### config.mk
export PLATFORM = sky130hd
export DESIGN_NAME = pit_counter_channel
export DESIGN_NICKNAME = d
export VERILOG_FILES = /design/src/rtl/pit_pkg.sv /design/src/rtl/pit_count_latch.sv /design/src/rtl/pit_counter_channel.sv
export SDC_FILE = /design/constraint.sdc
export NUM_CORES = 1
export LEC_CHECK = 0
export ABC_CLOCK_PERIOD_IN_PS = 3800
export CORE_ASPECT_RATIO = 0.75
export CORE_MARGIN = 2
export CORE_UTILIZATION = 50
export DETAILED_ROUTE_END_ITERATION = 8
export HOLD_SLACK_MARGIN = 0.05
export PLACE_DENSITY = 0.72
export RECOVER_POWER = 50
export SYNTH_ARGS = -nofsm -noshare
export SYNTH_HDL_FRONTEND = slang
export SYNTH_SLANG_ARGS = --single-unit
### constraint.sdc
create_clock -name clk -period 3.8 [get_ports clk]
set_input_delay 0.76 -clock clk [delete_from_list [all_inputs] [get_ports clk]]
set_output_delay 0.76 -clock clk [all_outputs]
set_load 0.005 [all_outputs]
### src/rtl/pit_pkg.sv
// Shared definitions for the 8254-style counter channel: mode encodings and
// half-period helpers. The helpers work on up to MAX_WIDTH-bit counts; a zero
// load value stands for 2^width.
package pit_pkg;

  typedef logic [1:0] mode_t;

  localparam mode_t MODE_INT_TC   = 2'b00;
  localparam mode_t MODE_RATE_GEN = 2'b01;
  localparam mode_t MODE_SQUARE   = 2'b10;

  localparam int MAX_WIDTH = 32;

  // Expand the 0-means-2^width encoding into an exact value one bit wider.
  function automatic logic [MAX_WIDTH:0] full_count(input logic [MAX_WIDTH-1:0] n,
                                                    input int width);
    logic [MAX_WIDTH:0] one;
    one = {{MAX_WIDTH{1'b0}}, 1'b1};
    return (n == '0) ? (one << width) : {1'b0, n};
  endfunction

  // High-phase length of a square wave: ceil(N/2).
  function automatic logic [MAX_WIDTH:0] half_ceil(input logic [MAX_WIDTH-1:0] n,
                                                   input int width);
    logic [MAX_WIDTH:0] full;
    full = full_count(n, width);
    return (full + 1'b1) >> 1;
  endfunction

  // Low-phase length of a square wave: floor(N/2).
  function automatic logic [MAX_WIDTH:0] half_floor(input logic [MAX_WIDTH-1:0] n,
                                                    input int width);
    logic [MAX_WIDTH:0] full;
    full = full_count(n, width);
    return full >> 1;
  endfunction

endpackage

### src/rtl/pit_count_latch.sv
// Count snapshot register with a valid/acknowledge handshake. A snapshot is
// taken only when none is held; an acknowledge releases it and takes priority
// over a simultaneous new request.
module pit_count_latch
  import pit_pkg::*;
#(
  parameter int WIDTH = 16
) (
  input  logic             clk,
  input  logic             rst,
  input  logic             latch_cmd,
  input  logic             read_ack,
  input  logic [WIDTH-1:0] count,
  output logic [WIDTH-1:0] latched_count,
  output logic             latch_valid
);

  // Capture the live count on request and hold it until acknowledged.
  always_ff @(posedge clk) begin
    if (rst) begin
      latched_count <= '0;
      latch_valid   <= 1'b0;
    end else if (read_ack) begin
      latch_valid <= 1'b0;
    end else if (latch_cmd && !latch_valid) begin
      latched_count <= count;
      latch_valid   <= 1'b1;
    end
  end

endmodule

### src/rtl/pit_counter_channel.sv
// One down-counter channel of an 8254-style timer: interrupt-on-terminal-count,
// rate-generator and square-wave modes, with gate control and a one-cycle
// terminal pulse. WIDTH must lie in 4..32.
// Optional feature: define COUNT_LATCH_EN to add the count snapshot latch
// (latch_cmd, read_ack, latched_count, latch_valid).
module pit_counter_channel
  import pit_pkg::*;
#(
  parameter int WIDTH = 16
) (
  input  logic             clk,
  input  logic             rst,
  input  logic             load,
  input  logic [WIDTH-1:0] load_value,
  input  logic [1:0]       mode,
  input  logic             gate,
`ifdef COUNT_LATCH_EN
  input  logic             latch_cmd,
  input  logic             read_ack,
  output logic [WIDTH-1:0] latched_count,
  output logic             latch_valid,
`endif
  output logic             out,
  output logic             terminal,
  output logic [WIDTH-1:0] count
);

  mode_t            mode_q;
  logic [WIDTH-1:0] reload;
  logic             armed;
  logic             gate_q;

  mode_t            mode_eff;
  logic [WIDTH-1:0] n_eff;
  logic [WIDTH-1:0] load_count;
  logic [WIDTH-1:0] rel_ceil;
  logic [WIDTH-1:0] rel_floor;
  logic             gate_rise;
  logic             at_one;

  // Decode the load request and the reload half-periods.
  always_comb begin
    // NOTE: every always_comb output gets a default first so no path can infer a latch.
    mode_eff   = (mode == 2'b11) ? MODE_INT_TC : mode_t'(mode);
    n_eff      = load_value;
    if (mode_eff != MODE_INT_TC && load_value == WIDTH'(1))
      n_eff = WIDTH'(2);
    load_count = n_eff;
    if (mode_eff == MODE_SQUARE)
      load_count = WIDTH'(half_ceil(MAX_WIDTH'(n_eff), WIDTH));
    rel_ceil   = WIDTH'(half_ceil(MAX_WIDTH'(reload), WIDTH));
    rel_floor  = WIDTH'(half_floor(MAX_WIDTH'(reload), WIDTH));
    gate_rise  = gate && !gate_q;
    at_one     = (count == WIDTH'(1));
  end

  // Track the previous gate level to detect a re-trigger.
  always_ff @(posedge clk) begin
    if (rst) gate_q <= 1'b0;
    else     gate_q <= gate;
  end

  // Counter datapath and mode sequencing; load beats gate and decrement.
  always_ff @(posedge clk) begin
    // NOTE: sequential state uses non-blocking assignments so every register
    // samples pre-edge values regardless of statement order.
    if (rst) begin
      count    <= '0;
      reload   <= '0;
      mode_q   <= MODE_INT_TC;
      armed    <= 1'b0;
      out      <= 1'b0;
      terminal <= 1'b0;
    end else begin
      terminal <= 1'b0;
      if (load) begin
        reload <= n_eff;
        mode_q <= mode_eff;
        armed  <= 1'b1;
        count  <= load_count;
        out    <= (mode_eff != MODE_INT_TC);
      end else if (armed) begin
        case (mode_q)
          MODE_RATE_GEN: begin
            if (!gate) begin
              out <= 1'b1;
            end else if (gate_rise) begin
              count <= reload;
              out   <= 1'b1;
            end else if (at_one) begin
              count    <= reload;
              out      <= 1'b0;
              terminal <= 1'b1;
            end else begin
              count <= count - 1'b1;
              out   <= 1'b1;
            end
          end
          MODE_SQUARE: begin
            if (!gate) begin
              out <= 1'b1;
            end else if (gate_rise) begin
              count <= rel_ceil;
              out   <= 1'b1;
            end else if (at_one) begin
              if (out) begin
                count <= rel_floor;
                out   <= 1'b0;
              end else begin
                count    <= rel_ceil;
                out      <= 1'b1;
                terminal <= 1'b1;
              end
            end else begin
              count <= count - 1'b1;
            end
          end
          default: begin
            if (gate) begin
              if (at_one) begin
                count    <= '0;
                out      <= 1'b1;
                terminal <= 1'b1;
                armed    <= 1'b0;
              end else begin
                count <= count - 1'b1;
              end
            end
          end
        endcase
      end
    end
  end

`ifdef COUNT_LATCH_EN
  pit_count_latch #(
    .WIDTH(WIDTH)
  ) u_latch (
    .clk          (clk),
    .rst          (rst),
    .latch_cmd    (latch_cmd),
    .read_ack     (read_ack),
    .count        (count),
    .latched_count(latched_count),
    .latch_valid  (latch_valid)
  );
`else
  // Without the snapshot latch, count is the only readback path.
`endif

endmodule
==> results.md, run 1 <==
- 0.201 — share of the synthesized area in the top cell type
- 14.7% — synthesis-to-finish area growth
- 621 — count of routing violations after the opening detailed-route iteration
- 8 — number of cells traversed by the worst register-to-register path
- 0.284 — compound-gate portion of the synthesized area
- 1.05 — Final Wtd Congestion
- finished clean — result of the run
- 9 — maximum fanout along the worst path
- 577 — count of nets after finishing
- 40 — I/O Pins
- 3,899 — via count of the first global-routing pass
- 281 nW/um^2 — power density over cell area
- 0 — DRC violations left
- 9510 um — dpl hpwl
- 3 — Crit path buffers/inverters
- 556 — nets in the synthesized netlist
- 0 — count of buffers added by post-CTS timing repair for setup
- 5 — CTS buffer count
- 8 — number of optimization iterations in the first detailed-route pass
- sky130_fd_sc_hd__nor2_1 — count leader, synth
- 0.0826 — proportion of layout cells with a drive suffix above 1
- 3.40 ns — Period minus WS final
- 0 — setup violation total in the final timing report
- done — TritonCTS clock tree
- 0 — initial antenna violation count
- 0.894 — crit share post-route
- 0.00623 ns — Final Skew
- 3.63 ns — data arrival time of the worst path
- 0 — Max Cap Viol
- input pin — category of the worst setup path launch point
- 523 — count of mapped cells out of synthesis
- 0.297 — simple-gate area share of the yosys netlist
- 12,900 um — Final Routed Wirelength
- 0 — proportion of register bits with asynchronous set or reset after synthesis
- 0.260 — Clk network pwr share
- register to register — Tightest Hold Check Type
- 0.09 ns — Reg clk slew, reported paths
- 0.403 — fraction of power consumed by sequential logic
- clkdlybuf4s50_1 > nor4_1 > buf_4 > nand4_1 > nor2_1 > a21oi_1 > inv_1 > ha_1 > nand3_2 > o41a_1 > o21ai_0 > a311oi_1 > a211oi_1 — cell chain of the critical path
- count[2] — Crit Reg-Reg Endpoint
- 20.0 um — routed len/inst
- 79.3 um — height of the die
- 0.467 mW — switching pwr
- register — endpoint type of the worst setup path
- 7330 um^2 — floorplan core area
- 7.23 um^2 — synthesized area per cell
- 0.0624 — met3 demand-to-capacity share in global routing
- simple AND/OR/NAND/NOR gates — largest family of logic cells by synthesized area
- 3780 um^2 — total standard cell area after synthesis
- 0.171 mV — largest vdd supply drop
- 4.03 ns — data required time at the worst endpoint
- 294 MHz — maximum frequency from static timing analysis
- 0.0509 — fraction of synthesized cell area in xor and xnor cells
- 0.437 — met1 track utilization from global routing
- 4,336 — Via Count
- 27 — number of cell rows
- false — unrepaired setup endpoints after global routing
- 0 — count of endpoints failing hold in the final timing report
- 0.69 ns — slack of the worst reg-to-reg path
- 0.0532 — share of synthesized area spent on multiplexers
- 0.337 — relative contribution of combinational cells to total power
- sky130_fd_sc_hd__nor2_1 (51), sky130_fd_sc_hd__dfxtp_1 (38), sky130_fd_sc_hd__nand2_1 (38), sky130_fd_sc_hd__o21ai_0 (35), sky130_fd_sc_hd__a21oi_1 (32) — Post-synth top cells
- count[9] — capture point of the worst path
- 2 — maximum level of the CTS H-tree
- 0 — Final Max Tran Viols
- 0.753 mW — internal power
- 38 — number of synthesized register bits
- input pin to register — start-to-end type of the worst setup path
- 0 — Warnings, synthesis
- sky130_fd_sc_hd__clkdlybuf4s50_1 — library cell contributing the largest single delay on the critical path
- 0.549 ns — worst hold-check slack
- 13 — logic depth of the worst setup path including buffers
- 6.71 — average vias per placed instance
- 0 ns — Sum Neg Setup Slack
- 0.463 — met2 Track Usage GR
- 72 — distinct cell type count after synthesis
- 1.56 nW — leakage power figure
- 28 — largest net degree at the start of global routing
- 0.516 — starting utilization of the core area
- 0.311 — Tot GR Track Use
- count[1] — reg-to-reg critical path startpoint
- 39 — Buffers on Ports
- 38 — clock sinks
- sky130_fd_sc_hd__clkbuf_8 — master cell of the clock root buffer
- 1.33 ns — worst-margin pin slew
- 727 — Filler Cell Count
- 104 um — die span in x
- 20,600 um — global-route wire length before repair
- compound AO/OA/AOI/OAI gates — gate family responsible for the most delay along the worst path
- sky130_fd_sc_hd__dfxtp_1 (20%), sky130_fd_sc_hd__nor2_1 (5.1%), sky130_fd_sc_hd__mux2i_1 (5.0%), sky130_fd_sc_hd__o21ai_0 (4.6%), sky130_fd_sc_hd__a21oi_1 (4.2%) — top cells by area in the synthesized netlist
- 0.383 — net switching fraction of the power
- 0 — number of enable flip-flop cells after synthesis
- 0 — remaining antenna violation count after routing
- 0.112 — relative max-transition margin
- sky130_fd_sc_hd__dfxtp_1 — biggest area consumer among synthesized cells
- 0 — aggregate global routing overflow
- 0.31 ns — worst skew pair latency
- met2 — most heavily used metal layer in global routing
- 2 — maximum buffer depth of the clock tree
- 0.42 ns — max incr delay on CP
- 0.0364 — share of synthesized cell area in full adder, half adder and majority cells
- load_value[11] — Critical Path Start
- sky130_fd_sc_hd__dfxtp_1 — dominant synthesized flop cell
- 0 — number of antenna cells inserted
- 8290 um^2 — die area
- 0.201 — sequential cell area fraction in the yosys report
==> cell usage in the layout (no fill, tap or decap), types with 4 or more instances in the layout <==
cell type / Yosys / final
sky130_fd_sc_hd__nor2_1: 51 / 51
sky130_fd_sc_hd__nand2_1: 38 / 38
sky130_fd_sc_hd__dfxtp_1: 38 / 38
sky130_fd_sc_hd__o21ai_0: 35 / 35
sky130_fd_sc_hd__a21oi_1: 32 / 32
sky130_fd_sc_hd__clkdlybuf4s50_1: 0 / 26
sky130_fd_sc_hd__inv_1: 22 / 22
sky130_fd_sc_hd__nand3_1: 21 / 20
sky130_fd_sc_hd__buf_4: 2 / 20
sky130_fd_sc_hd__nand4_1: 19 / 19
sky130_fd_sc_hd__mux2i_1: 19 / 19
sky130_fd_sc_hd__nor3_1: 15 / 15
sky130_fd_sc_hd__xnor2_1: 13 / 13
sky130_fd_sc_hd__nor4_1: 13 / 12
sky130_fd_sc_hd__dlygate4sd3_1: 0 / 12
sky130_fd_sc_hd__a31oi_1: 11 / 11
sky130_fd_sc_hd__ha_1: 11 / 11
sky130_fd_sc_hd__nand2b_1: 10 / 10
sky130_fd_sc_hd__xor2_1: 9 / 9
sky130_fd_sc_hd__o211ai_1: 8 / 8
sky130_fd_sc_hd__and4_1: 7 / 7
sky130_fd_sc_hd__a211oi_1: 6 / 6
sky130_fd_sc_hd__clkbuf_8: 0 / 6
sky130_fd_sc_hd__or3_1: 5 / 5
sky130_fd_sc_hd__a41oi_1: 5 / 5
sky130_fd_sc_hd__o2111ai_1: 5 / 5
sky130_fd_sc_hd__nor2b_1: 4 / 4
sky130_fd_sc_hd__and2_1: 4 / 4
sky130_fd_sc_hd__a22oi_1: 4 / 4
sky130_fd_sc_hd__a21o_1: 4 / 4
sky130_fd_sc_hd__clkbuf_1: 28 / 4
==> how the worst min path moves through the flow <==
stage                 to  slack (ns)       from  cells after the start
6_report       mode_q[0]        0.55  mode_q[0]                      2
5_1_grt        mode_q[0]        0.57  mode_q[0]                      2
4_1_cts        reload[7]        0.55  reload[7]                      2
3_5_place_dp   reload[7]        0.53  reload[7]                      2
3_3_place_gp   mode_q[0]        0.51  mode_q[0]                      2
2_1_floorplan  mode_q[1]        0.49  mode_q[1]                      2
==> logic make-up (layout without fill, tap and decap cells) <==
group	Yosys count	after routing
flip-flops	38	38
adder cells (fa/ha/maj)	11	11
XOR/XNOR	22	22
multiplexers	20	20
AND/OR/NAND/NOR	207	207
buffers and inverters	69	91
AO/OA/AOI/OAI	156	156
==> tightest hold or removal path: cells and delay by family (launching register included) <==
family | cells | cell delay [ns]
flops | 1 | 0.33
mux | 1 | 0.12
simple gates | 1 | 0.05
==> flip-flops by register name, summed over array words and instances, names as in the netlist <==
register	cells
count	16
reload	16
mode_q	2
armed	1
gate_q	1
out	1
terminal	1
==> metal layers <==
layer / routed length [um] / vias up
met4: 494 / 0
met3: 1330 / 50
met5: 0 / -
met1: 5590 / 2018
met2: 5490 / 257
li1: - / 2011
==> power by group through the flow <==
stage	clock network [mW]	registers (mW)	logic, mW
2_1_floorplan	0	0.467	0.285
3_3_place_gp	0	0.498	0.398
3_5_place_dp	0	0.499	0.403
4_1_cts	0.318	0.490	0.405
5_1_grt	0.330	0.498	0.447
6_report	0.318	0.492	0.411
==> final cells by class <==
class,instances,area [um^2],area share
clock buffers,7,86.3,0.0199
clock inverters,1,5.00,0.00115
inverters,22,82.6,0.0190
multi-input cells,416,2740,0.631
flip-flops and latches,38,761,0.175
well taps,101,126,0.0291
repair buffers,61,542,0.125
==> stage by stage <==
stage	utilization	instances	instance area (um^2)	setup WS [ns]	power [mW]
5_1_grt	0.592	646	4340	0.0258	1.27
6_report	0.592	646	4340	0.403	1.22
4_1_cts	0.592	646	4340	0.330	1.21
3_5_place_dp	0.579	638	4250	0.0210	0.903
3_3_place_gp	0.579	638	4250	0.140	0.897
2_1_floorplan	-	523	3780	0.872	0.752
==> timing repair <==
item	CTS	global route
setup endpoints to repair	0	4
gates resized for setup	0	2
hold buffers	0	0
(Power assumes the default switching activity.)
==> run 2: changes to the inputs <==
--- a/config.mk
+++ b/config.mk
@@ -7,11 +7,11 @@
 export LEC_CHECK = 0
 export ABC_CLOCK_PERIOD_IN_PS = 3800
 export CORE_ASPECT_RATIO = 0.75
-export CORE_MARGIN = 2
-export CORE_UTILIZATION = 50
+export CORE_MARGIN = 3
+export CORE_UTILIZATION = 25
+export CTS_BUF_LIST = sky130_fd_sc_hd__clkbuf_2
 export DETAILED_ROUTE_END_ITERATION = 8
 export HOLD_SLACK_MARGIN = 0.05
-export PLACE_DENSITY = 0.72
 export RECOVER_POWER = 50
 export SYNTH_ARGS = -nofsm -noshare
 export SYNTH_HDL_FRONTEND = slang
==> run 2 against run 1 <==
  * Fmax down 3.3%
  * Largest power group unchanged
  * Clock power fell by 38%
  * Via count increased by 1.5%
  * Final cell count up 16%
  * Clock skew grew 0.049 ns
  * Worst hold slack better by 0.0049 ns
  * First-iteration DRC count shrank 15%
  * Largest cell class unchanged
  * Die area rose by 100%
  * Global-route usage is 13 points lower
  * Sequential share of layout area is 0.38 points lower
  * Combinational power increased by 5%
  * Critical path type unchanged
==> results.md, run 2 (synthesis gave the netlist of run 1 again) <==
- 39 — Buffers on Ports, unchanged
- 38 — number of cell rows, was 27
- 0.286 ns — final worst slack, was 0.403 ns
- 4,029 — via count of the first global-routing pass, was 3,899
- count[0] — reg-to-reg critical path startpoint, was count[1]
- 0 — Resized Gates After CTS, unchanged
- 4420 um^2 — cell area reported after detailed placement, was 4250 um^2
- count x16, reload x16, mode_q x2 — largest registers ranked by flip-flop count, unchanged
- 4.17 ns — data required time at the worst endpoint, was 4.03 ns
- 1.16 ns — worst-margin pin slew, was 1.33 ns
- mode_q[1] — Min-Delay Startpoint, was mode_q[0]
- 0 — Final Max Tran Viols, unchanged
- 0.0871 — proportion of layout cells with a drive suffix above 1, was 0.0826
- 5 — CTS buffer count, unchanged
- 0 — Max Cap Viol, unchanged
- 0.925 — crit share post-route, was 0.894
- 30 — largest net degree at the start of global routing, was 28
- 17.3% — synthesis-to-finish area growth, was 14.7%
- register — endpoint type of the worst setup path, unchanged
- 0.57 ns — slack of the worst reg-to-reg path, was 0.69 ns
- 0.179 — Tot GR Track Use, was 0.311
- 529 — count of routing violations after the opening detailed-route iteration, was 621
- 2 — maximum buffer depth of the clock tree, unchanged
- 0 — remaining antenna violation count after routing, unchanged
- 113 um — height of the die, was 79.3 um
- finished clean — result of the run, unchanged
- sky130_fd_sc_hd__clkbuf_2 — master cell of the clock root buffer, was sky130_fd_sc_hd__clkbuf_8
- 15,100 um — Final Routed Wirelength, was 12,900 um
- 285 MHz — maximum frequency from static timing analysis, was 294 MHz
- 4440 um^2 — final std cell area, no fill, was 4340 um^2
- 0.46 ns — worst skew pair latency, was 0.31 ns
- 0.109 mV — largest vdd supply drop, was 0.171 mV
- 0 — aggregate global routing overflow, unchanged
- 23,600 um — global-route wire length before repair, was 20,600 um
- count[10] — Crit Reg-Reg Endpoint, was count[2]
- 2 — number of instances on the worst hold path, unchanged
- 2 — maximum level of the CTS H-tree, unchanged
- 4,399 — Via Count, was 4,336
- 20.0 um — routed len/inst, about the same
- 0 — DRC violations left, unchanged
- 16,700 um^2 — die area, was 8290 um^2
- sky130_fd_sc_hd__nor2_1 — most common library cell in the layout ignoring fill and taps, unchanged
- 1.01 — Final Wtd Congestion, was 1.05
- input pin to register — start-to-end type of the worst setup path, unchanged
- 11,400 um — dpl hpwl, was 9510 um
- 3.88 ns — data arrival time of the worst path, was 3.63 ns
- done — TritonCTS clock tree, unchanged
- 3.51 ns — Period minus WS final, was 3.40 ns
- 9 — maximum fanout along the worst path, unchanged
- 0 — number of buffers inserted for hold repair after clock tree synthesis, unchanged
- sky130_fd_sc_hd__nor2_1 (51), sky130_fd_sc_hd__nand2_1 (38), sky130_fd_sc_hd__dfxtp_1 (38), sky130_fd_sc_hd__o21ai_0 (35), sky130_fd_sc_hd__a21oi_1 (32) — commonest cells after routing, fill and taps aside, unchanged
- 8 — number of cells traversed by the worst register-to-register path, unchanged
- register to register — Tightest Hold Check Type, unchanged
- 0.227 — relative max-transition margin, was 0.112
- 0 — count of endpoints failing hold in the final timing report, unchanged
- 1.56 nW — leakage power figure, about the same
- 0.303 — Post-Route Utilization, was 0.592
- 1 — initial antenna violation count, was 0
- 0.554 ns — worst hold-check slack, was 0.549 ns
- 38 — clock sinks, unchanged
- mode_q[1] — hold path endpoint, was mode_q[0]
- false — unrepaired setup endpoints after global routing, unchanged
- 14,600 um^2 — floorplan core area, was 7330 um^2
- input pin — category of the worst setup path launch point, unchanged
- 5 — number of optimization iterations in the first detailed-route pass, was 8
- 743 — Cell Count Post-Placement, was 638
- 0.22 ns — Reg clk slew, reported paths, was 0.09 ns
- 0 — setup violation total in the final timing report, unchanged
- 0 ns — Sum Neg Setup Slack, unchanged
- 1.12 mW — overall power, was 1.22 mW
- 40 — I/O Pins, unchanged
- 583 — count of nets after finishing, was 577
- 0.258 — starting utilization of the core area, was 0.516
- 0.0551 ns — Final Skew, was 0.00623 ns
- 752 — count of placed standard cells in the final layout, fillers left out, was 646
- 5.85 — average vias per placed instance, was 6.71
- 148 um — die span in x, was 104 um
- 253 nW/um^2 — power density over cell area, was 281 nW/um^2
- -0.0860 ns — worst slack after detailed placement, was 0.0210 ns
- 0 — count of buffers added by post-CTS timing repair for setup, unchanged
-- run 2: cell count changes in the layout (fill, tap and decap cells not counted), moves of 3 or more --
cell                              previous run  this run
sky130_fd_sc_hd__buf_4                      20        27
sky130_fd_sc_hd__clkdlybuf4s50_1            26        29
sky130_fd_sc_hd__dlygate4sd3_1              12         9
sky130_fd_sc_hd__clkbuf_2                    0         5
sky130_fd_sc_hd__clkbuf_8                    6         0
sky130_fd_sc_hd__clkinv_1                    0         3
sky130_fd_sc_hd__clkbuf_1                    4         1
-- run 2: area by class of cell --
cell class                 count  area, um^2
inverter                      22        82.6
clock buffer                   5        25.0
antenna                        1        2.50
tap                          200         250
multi-input combinational    416        2710
sequential                    38         761
timing repair buffer          67         592
clock inverter                 3        11.3
fill                        1602       10200
-- run 2: critical path, stage by stage --
cell                              delay (ns)
sky130_fd_sc_hd__clkdlybuf4s50_1        0.44
sky130_fd_sc_hd__nor4_1                 0.45
sky130_fd_sc_hd__nand4_1                0.26
sky130_fd_sc_hd__nor2_1                 0.16
sky130_fd_sc_hd__a21oi_1                0.11
sky130_fd_sc_hd__inv_1                  0.09
sky130_fd_sc_hd__ha_1                   0.21
sky130_fd_sc_hd__nand3_1                0.28
sky130_fd_sc_hd__o311ai_0               0.56
sky130_fd_sc_hd__buf_4                  0.20
sky130_fd_sc_hd__a21oi_1                0.06
sky130_fd_sc_hd__a311oi_1               0.31
-- run 2: per-layer routing --
metal,track usage,share of wire
met1,0.281,0.47
met2,0.240,0.40
met3,0.0492,0.12
met4,0.0326,0.015
met5,0,0
-- run 2: report_power, final --
group	switching [mW]	leakage, nW	total (mW)	internal, mW
combinational	0.248	1.22	0.430	0.183
clock	0.157	0.0255	0.196	0.0391
sequential	0.0670	0.314	0.495	0.428
total	0.472	1.56	1.12	0.650
-- run 2: worst max path at each step --
stage               slack, ns       end  depth (start not counted)          start
floorplan                0.87  count[7]                         13  load_value[2]
finish                   0.29  count[5]                         12  load_value[2]
global placement        -0.09  count[5]                         12  load_value[2]
detailed placement      -0.09  count[5]                         12  load_value[2]
CTS                      0.33  count[5]                         12  load_value[2]
global route              0.1  count[5]                         12  load_value[2]
==> RTL edit, RTL diff (flow settings as in run 2) <==
Add a define of `COUNT_LATCH_EN`.
--- a/src/rtl/pit_counter_channel.sv
+++ b/src/rtl/pit_counter_channel.sv
@@ -3,6 +3,8 @@
 // terminal pulse. WIDTH must lie in 4..32.
 // Optional feature: define COUNT_LATCH_EN to add the count snapshot latch
 // (latch_cmd, read_ack, latched_count, latch_valid).
+`define COUNT_LATCH_EN
+
 module pit_counter_channel
   import pit_pkg::*;
 #(
Interface: changed (added latch_cmd, latch_valid, latched_count and read_ack); port bits go from 40 to 59. No check against the original RTL was run, so the function may have changed too.
==> RTL edit against run 2 <==
Wire length rose by 10%; sequential cell count rose by 17; maximum frequency rose by 6.5%; the flow now finishes with violations (max-capacitance violations, max-slew violations); first-iteration DRC count rose by 18%; power rose by 37%; synthesized area rose by 18%; final area rose by 20%; highest routed layer is now met5; sequential power rose by 38%; critical path depth fell by 6; setup slack improved by 0.22 ns.
==> RTL edit: results <==
{
  "place_congestion": 0.956,
  "yosys.area_share.adder_pct": 3.08,
  "drive_gt1_share_pct": 9.23,
  "violations": "max-capacitance violations, max-slew violations",
  "yosysUniqueCellTypes": 77,
  "wl_per_cell_um": 18.7,
  "crit_arrival_ns": 3.73,
  "grt_pass1_wl_um": 25400,
  "syn_inst": 606,
  "drt-total-wl_um": 16600,
  "synth-xor-area-share_pct": 3.52,
  "dr.first_iter.drc_count": 624,
  "ir_worst_vdd_mv": 0.111,
  "dpl.hpwl_um": 12600,
  "via_count": 4982,
  "min_to": "u_latch.latched_count[7]",
  "crit_path_max_fanout": 35,
  "netlist_top_cells_count": "74 x nand2_1, 62 x nor2_1, 55 x dfxtp_1",
  "num-fill-cells": 1883,
  "dp_cells": 878,
  "layout.nets": 684,
  "status": "finished with violations",
  "cap_violations": 2,
  "rr_worst_depth": 9,
  "drv_slew": 81,
  "top_regs": "count (16), reload (16), u_latch.latched_count (16)"
}
RTL edit: cell count changes in the layout (fill, tap and decap cells not counted), moves of 5 or more:
cell,run 2,this run
nor2_1,51,62
nand2_1,38,74
clkdlybuf4s50_1,29,47
nand4_1,19,14
nand2b_1,10,5
dfxtp_1,38,55
buf_4,27,33
a2111oi_0,0,5
a21oi_1,32,45
RTL edit: worst max path at each step:
stage                               from  endpoint  slack, ns  cells after the start
final                               load  count[6]       0.50                      6
after floorplan            load_value[2]  count[9]       0.65                     13
after detailed placement  load_value[12]  count[9]       0.11                     13
after CTS                 load_value[12]  count[9]       0.68                     13
after global routing      load_value[12]  count[5]       0.38                     15
after global placement     load_value[7]  count[9]       0.29                     13
RTL edit: critical path, stage by stage:
cell and delay, ns:
buf_2 0.25, clkbuf_1 1.46, nand2_1 0.39, a21oi_1 0.58
or4_1 0.22, a211oi_1 0.04
RTL edit: through the flow:
stage | total power (uW) | area, um2 | hold WS, ns | setup WS (ns)
global route | 1620 | 5330 | 0.484 | 0.383
finish | 1540 | 5330 | 0.470 | 0.501
detailed placement | 1210 | 5270 | 0.447 | 0.107
global placement | 1210 | 5270 | 0.444 | 0.292
floorplan | 1000 | 4480 | 0.450 | 0.650
CTS | 1530 | 5330 | 0.473 | 0.681
RTL edit: routing by layer:
layer	up-vias	track usage, %	share of wire [%]
met5	-	0	0.078
met1	2347	25.2	47
met3	19	6.63	14
met2	293	21.5	38
li1	2321	-	-
met4	2	2.06	0.84
RTL edit: kinds of logic (layout without fill, tap and decap cells):
logic type | Yosys count | after routing
mux | 20 | 20
simple gates | 252 | 252
fa+ha+maj | 11 | 11
buf+inv | 77 | 121
xor+xnor | 18 | 18
flops | 55 | 55
compound gates | 173 | 173
RTL edit: final cells by class:
class                           count  area share (%)
Multi-Input combinational cell    474            55.6
Sequential cell                    55            20.7
Timing Repair Buffer               93            15.5
Tap cell                          236            5.55
Inverter                           20            1.41
Clock inverter                      3           0.822
Clock buffer                        5           0.470
RTL edit: power breakdown:
part | internal [uW] | leakage (uW) | total [uW] | switching [uW]
combinational | 226 | 0.00139 | 527 | 301
sequential | 616 | 0.000452 | 684 | 68.3
clock | 112 | 0.0000429 | 325 | 214
total | 953 | 0.00189 | 1540 | 583
